$ cat config.mk
export PLATFORM = sky130hd
export DESIGN_NAME = inst_encoder
export DESIGN_NICKNAME = d
export VERILOG_FILES = /design/src/rtl/inst_encoder.sv
export SDC_FILE = /design/constraint.sdc
export NUM_CORES = 1
export LEC_CHECK = 0
export ABC_CLOCK_PERIOD_IN_PS = 2200
export BUFFER_PORTS_ARGS = -buffer_cell sky130_fd_sc_hd__buf_4
export CELL_PAD_IN_SITES_DETAIL_PLACEMENT = 1
export CELL_PAD_IN_SITES_GLOBAL_PLACEMENT = 1
export CORE_UTILIZATION = 36
export DETAILED_ROUTE_END_ITERATION = 6
export GPL_TIMING_DRIVEN = 1
export PLACE_DENSITY_LB_ADDON = 0.25
export SETUP_SLACK_MARGIN = 0.02
export SYNTH_ARGS = -nofsm -noshare
export SYNTH_HDL_FRONTEND = slang
export SYNTH_SLANG_ARGS = --single-unit
$ cat constraint.sdc
create_clock -name clk -period 2.2 [get_ports clk]
set_input_delay 0.55 -clock clk [delete_from_list [all_inputs] [get_ports clk]]
set_output_delay 0.55 -clock clk [all_outputs]
set_load 0.01 [all_outputs]
$ cat src/rtl/inst_encoder.sv
// Instruction-memory loader: packs field commands into 32-bit MIPS words and writes them sequentially.
// Define INST_ENC_JUMP_EN to accept class 5 (J); otherwise class 5 is treated as illegal.
//
// state   | meaning
// --------+-----------------------------------------------------------
// S_IDLE  | after reset, waiting for start
// S_RUN   | session open, accepting commands
// S_WRITE | one-cycle imem write strobe of the registered word
// S_DONE  | session ended (last command or memory full), waiting for start
module inst_encoder #(
   parameter int ADDR_W = 8
) (
   input  logic              clk,
   input  logic              rst_n,
   input  logic              start,
   input  logic              cmd_valid,
   output logic              cmd_ready,
   input  logic [2:0]        cmd_class,
   input  logic [4:0]        cmd_rs,
   input  logic [4:0]        cmd_rt,
   input  logic [4:0]        cmd_rd,
   input  logic [5:0]        cmd_funct,
   input  logic [25:0]       cmd_imm,
   input  logic              cmd_last,
   output logic              imem_we,
   output logic [ADDR_W-1:0] imem_addr,
   output logic [31:0]       imem_wdata,
   output logic              busy,
   output logic              done,
   output logic              err,
   output logic [ADDR_W:0]   count
);

   typedef enum logic [1:0] {S_IDLE, S_RUN, S_WRITE, S_DONE} state_t;

   localparam logic [ADDR_W-1:0] ADDR_ONE = 1;
   localparam logic [ADDR_W:0]   CNT_ONE  = 1;

   state_t      state, state_nx;
   logic        ready_q;
   logic        last_q;
   logic        hs;
   logic        legal;
   logic [31:0] enc;

   // Start has priority, so a command offered alongside it is never taken.
   assign cmd_ready = ready_q & ~start;
   assign hs        = (state == S_RUN) & cmd_valid & cmd_ready;

   always_comb begin
      enc   = '0;
      legal = 1'b1;
      case (cmd_class)
         3'd0: enc = {6'b000000, cmd_rs, cmd_rt, cmd_rd, 5'b00000, cmd_funct};
         3'd1: enc = {6'b100011, cmd_rs, cmd_rt, cmd_imm[15:0]};
         3'd2: enc = {6'b101011, cmd_rs, cmd_rt, cmd_imm[15:0]};
         3'd3: enc = {6'b000100, cmd_rs, cmd_rt, cmd_imm[15:0]};
         3'd4: enc = {6'b001000, cmd_rs, cmd_rt, cmd_imm[15:0]};
`ifdef INST_ENC_JUMP_EN
         3'd5: enc = {6'b000010, cmd_imm};
`else
         3'd5: legal = 1'b0;
`endif
         default: legal = 1'b0;
      endcase
   end

   always_ff @(posedge clk or negedge rst_n) begin
      if (!rst_n) state <= S_IDLE;
      else        state <= state_nx;
   end

   always_comb begin
      state_nx = state;
      if (start) begin
         state_nx = S_RUN;
      end else begin
         case (state)
            S_IDLE:  state_nx = S_IDLE;
            S_RUN: begin
               if (hs) begin
                  if (legal)         state_nx = S_WRITE;
                  else if (cmd_last) state_nx = S_DONE;
               end
            end
            S_WRITE: begin
               if (last_q || (imem_addr == {ADDR_W{1'b1}})) state_nx = S_DONE;
               else                                         state_nx = S_RUN;
            end
            S_DONE:  state_nx = S_DONE;
            default: state_nx = S_IDLE;
         endcase
      end
   end

   // Status and strobe are registered from the next state so they line up with it.
   always_ff @(posedge clk or negedge rst_n) begin
      if (!rst_n) begin
         ready_q <= 1'b0;
         imem_we <= 1'b0;
         busy    <= 1'b0;
         done    <= 1'b0;
      end else begin
         ready_q <= (state_nx == S_RUN);
         imem_we <= (state_nx == S_WRITE);
         busy    <= (state_nx == S_RUN) || (state_nx == S_WRITE);
         done    <= (state_nx == S_DONE);
      end
   end

   always_ff @(posedge clk or negedge rst_n) begin
      if (!rst_n) begin
         imem_addr  <= '0;
         imem_wdata <= '0;
         count      <= '0;
         err        <= 1'b0;
         last_q     <= 1'b0;
      end else if (start) begin
         imem_addr <= '0;
         count     <= '0;
         err       <= 1'b0;
         last_q    <= 1'b0;
      end else begin
         case (state)
            S_RUN: begin
               if (hs && legal) begin
                  imem_wdata <= enc;
                  last_q     <= cmd_last;
               end else if (hs) begin
                  err <= 1'b1;
               end
            end
            S_WRITE: begin
               imem_addr <= imem_addr + ADDR_ONE;
               count     <= count + CNT_ONE;
            end
            default: ;
         endcase
      end
   end

endmodule

Word level (Yosys, flattened, before mapping):

Cells that the tools add are included.

* add/subtract/negate cells: 2
* eq/ne operators: 12
* mux-type cells: 19
* bitwise logic cells: 4
* reduce and logical (&&, ||, !) cells: 13

Operator list (count)
* $pmux W32 S5: 1
* $mux W9: 2
* $mux W8: 2
* $mux W2: 5
* $add A9 B1 Y9 const B: 1
* $add A8 B1 Y8 const B: 1
* $eq A2 B2 Y1 const B: 4
* $eq A8 B8 Y1 const B: 1
* $mux W1: 8
* $pmux W2 S4: 1
* $reduce_bool A2 Y1: 4
* $eq A3 B2 Y1 const B: 2
* $reduce_and A3 Y1: 2
* $reduce_or A5 Y1: 1
* $eq A2 B1 Y1 const B: 2
* $and A1 B1 Y1: 3
* $eq A3 B1 Y1 const B: 1
* $eq A3 B3 Y1 const B: 1
* $logic_not A3 Y1: 1
* $logic_not A2 Y1: 1
* $logic_or A1 B1 Y1: 2
* $ne A2 B2 Y1 const B: 1
* $reduce_and A2 Y1: 1
* $logic_and A1 B1 Y1: 1
* $not A1 Y1: 1

* register bits: 57
* input bits: 55
* output and inout bits: 54
* word-level logic and storage cells: 60

Longest topological paths before layout:

* depth after elaboration: 9
* mapped depth: 8
* depth with buffers taken out: 6

Worst setup path after synthesis:

OpenSTA, ideal clock, no wires.

* path kind: input -> register
* start: in cmd_class[0]
* end: reg done
* library setup time: 121 ps
* data arrival time: 1819 ps
* required time: 2079 ps
* slack: 260 ps
* cell stages on the path: 7
* buffers on the path: 3
* cells stage by stage: buf_4 > o21a_1 > nand3b_4 > buf_6 > buf_6 > a211o_1 > ha_1

* cells in the longest elaborated chain, start to end: 8
* elaborated cells on any way between the ends: 12
* classes of those cells: eq/ne: 5; mux: 5; reduce/logical: 2

Ends and longest elaborated chain
* start, declared: line 18 `input logic [2:0] cmd_class,`
* $eq A3 B3 Y1, or another cell as far along: line 53 `case (cmd_class)`
* $reduce_or A5 Y1 (no source line) (*)
* $mux W1 (*): line 53
* $mux W2 (*): line 82 `if (legal) state_nx = S_WRITE;`
* $mux W2 (*): line 81 `if (hs) begin`
* $pmux W2 S4 (*): line 78 `case (state)`
* $mux W2 (*): line 75 `if (start) begin`
* net state_nx[0]: line 39 `state_t state, state_nx;`
* $eq A2 B2 Y1 (*): line 107 `done <= (state_nx == S_DONE);`
* end signal, assigned: line 107
* end, declared: line 29 `output logic done,`

The timed path passes the listed nets; every way through them passes the cells marked *.
A chain may end at the register's enable or synchronous reset.

Worst setup path after layout:

* start: reg state[1]
* end: reg imem_addr[5]

* cells in the longest elaborated chain, start to end: 2

Ends and longest elaborated chain
* start, declared: line 39
* start signal, assigned: line 70 `else state <= state_nx;`
* $eq A2 B2 Y1: line 124 `case (state)`
* $reduce_bool A2 Y1 (no source line)
* end signal, assigned: line 134 `imem_addr <= imem_addr + ADDR_ONE;`
* end, declared: line 26 `output logic [ADDR_W-1:0] imem_addr,`

No other way between the ends.

==> results.md <==
* Status: finished clean
* DR WL/cell at 14.7 um
* Dominant cell type by area after synthesis: dfrtp_1
* # fillers at 779
* Detailed placement HPWL at 4360 um
* Skew final at 0.00704 ns
* Fraction of registers with async set/reset at 1.00
* Crit Path Class: register to register
* Lkg Pwr at 0.00166 uW
* Post-synth EDFFs at 0
* Slew Viols, Final at 0
* Period Utilization, post-route at 0.755
* Primary FF master, synth: dfrtp_1
* Min Hold Slack at approximately 0.28 ns
* Post-Synth Simple-Gate Area at 0.129
* Synth Warn # at 0
* Starting Density at 0.380
* Worst flop-to-flop path endpoint: imem_addr[5]
* Mean post-synth cell area at 12.0 um2
* Vert. Die Dim at roughly 87 um
* DR pass1 iterations at 4
* Setup Fix Bufs, Post-CTS at 0
* Grt total ovfl at 0
* FP Rows at 30
* Place WS at between 0.3 and 0.4 ns
* Final worst slack at 0.539 ns
* CTS max path bufs at 2
* Slew @ Worst Pin at 0.683 ns
* Xor/xnor cell area share of the yosys netlist at 0.0167
* Iter 0 DRT Violations at 49
* Area of the multi-input gates at 1140 um2
* Slew headroom at 0.544
* Antenna diodes at 0
* Int Pwr at around 2000 uW
* Worst skew pair latency at around 0.30 ns
* Synth Area in Compound Gates at 0.0844
* Max cap viols at 0
* Initial antenna violation count at 0
* Reg2Reg Setup Slack at around 0.54 ns
* Post-synthesis cell count at 218
* Highest Clock Rate at roughly 0.60 GHz
* # placed instances at 400
* Seq pwr share at 0.479
* GRT Util Overall at 0.161
* Antenna viol nets, final at 0
* Area grow syn2layout at 33.5%
* Mux contribution to synthesized area at 0.179
* Synth Net Count at around 280
* CTS tree: built
* Worst setup SP type: register
* DRC at 0
* CTS Buf Count at 5
* Synth area leaders: dfrtp_1, mux2_2, mux2_4
* Worst hold path class: input port to asynchronous set/reset pin
* Hold buffers post-CTS at 0
* Adder-cell share of the synthesized area at 0.0238
* Arrival time worst endpoint at 1.88 ns
* Sw Ratio at 0.279
* Main combinational cell family by area after synthesis: multiplexers
* Die footprint at ~7600 um2
* Yosys reg bits at 54
* Share of post-route cells with drive strength above 1 at 0.484
* Detailed Route WL at 6010 um
* Library cells used by synthesis at 43
* Core area at ~7000 um2
* Vias in the first global route at approximately 1900
* Crit-path max FO at 13
* Psw at 759 uW
* Nets at ~370
* Clk pin slew, worst setup/hold paths at 0.10 ns
* Finished Layout Cells at 408
* Netlist Area Pre-Place at about 2600 um2
* I/O pins at between 100 and 150
* Htree depth at 2
* # clock sinks at 54
* Clock Power Share at 0.207
* GP Congestion at 0.725
* Total negative setup slack at 0 ns
* Root Buffer: clkbuf_8
* Unrepaired setup endpoints after global routing: false
* Seq/Total Area, Yosys at 0.515
* First-pass GRT wire length at 9360 um
* Critical path required time at between 2 and 2.5 ns
* R2R Path Start: state[1]
* Vias per cell at about 4.8
* Port Buffers at 97
* Crit end category: register
* Reg2Reg Depth at 3
* Max IR drop VDD at 0.000347 V
* Post-CTS Resized at 0
* PD cells at 776 nW/um2
* Die W at 87.4 um
* Tmin final at 1.66 ns
* Largest net degree at the start of global routing at 55
* Combinational group share of total power at 0.314
* Post-synth top area share at 0.515
* Final hold vios at 0
* Via count at 1958
* Final setup vio count at 0
* Register area at 1350 um2
cells in the final DEF (no fill, tap or decap), types with 3 or more instances in the layout:
cell and n:
buf_4 100, mux2_4 8, dfrtp_1 54, nor2b_1 9
clkbuf_8 6, nand2_1 7, or4_1 3, nor2_1 8
inv_1 8, xnor2_1 4, a21oi_1 14, mux2_2 31
or3_1 7, ha_1 5, o21ai_0 9, o31ai_1 3
nand3_1 5
worst max path at each step:
stage | startpoint | cells after the start | end | slack [ns]
CTS | state[1] | 3 | imem_addr[5] | 0.54
detailed placement | cmd_class[1] | 5 | imem_wdata[11] | 0.33
global placement | cmd_class[1] | 5 | imem_wdata[4] | 0.34
floorplan | cmd_class[0] | 7 | done | 0.26
global route | state[1] | 3 | imem_addr[5] | 0.39
finish | state[1] | 3 | imem_addr[5] | 0.54
stage by stage:
step                area (um2)   util  power [uW]
CTS                       3500  0.507        2780
finish                    3500  0.507        2720
detailed placement        3410  0.494        2190
floorplan                 2620      -        1740
global placement          3410  0.494        2170
global route              3500  0.507        2880
power groups by stage:
stage	clock [uW]	combinational (uW)	sequential (uW)
after floorplan	0	334	1400
after global placement	0	855	1310
after detailed placement	0	869	1320
after CTS	602	872	1300
after global routing	627	924	1330
final	563	853	1300
cells in the mapped netlist (5+ instances only):
library cell  number
nor2b_1            9
or3_1              7
buf_4              5
mux2_4             8
o21ai_0            9
ha_1               5
nand2_1            7
nor2_1             8
mux2_2            31
dfrtp_1           54
a21oi_1           14
nand3_1            5
inv_1              8
layer usage:
metal | GRT usage | wire, um | vias to the layer above
met1 | 0.208 | 2670 | 959
met2 | 0.265 | 2990 | 48
li1 | - | - | 946
met5 | 0 | 0 | -
met4 | 0.0537 | 79 | 0
met3 | 0.0360 | 279 | 5
flip-flops by register name (all words and copies together) (netlist names):
signal      count
imem_we         1
last_q          1
imem_wdata     29
busy            1
done            1
err             1
ready_q         1
count           9
imem_addr       8
state           2
critical path: stages, from the launching register on:
cell,delay (ns)
dfrtp_1,0.62
nand2b_1,0.28
or4_1,0.52
a21oi_1,0.17
layout make-up:
type                       instances  area share
multi-input combinational        141       0.325
sequential                        54       0.386
clock buffer                       7      0.0246
tap                               96      0.0343
timing repair buffer             101       0.220
clock inverter                     1     0.00143
inverter                           8     0.00857
cell families (layout without fill, tap and decap cells):
logic type,count (synthesis),after routing
AOI/OAI and AO/OA,36,36
adders and majority gates,5,5
muxes,39,39
DFF,54,54
buffers and inverters,23,117
and+or+nand+nor,55,55
xor gates and xnor gates,5,5
other,1,1
Power figures use the tool's default switching activity.
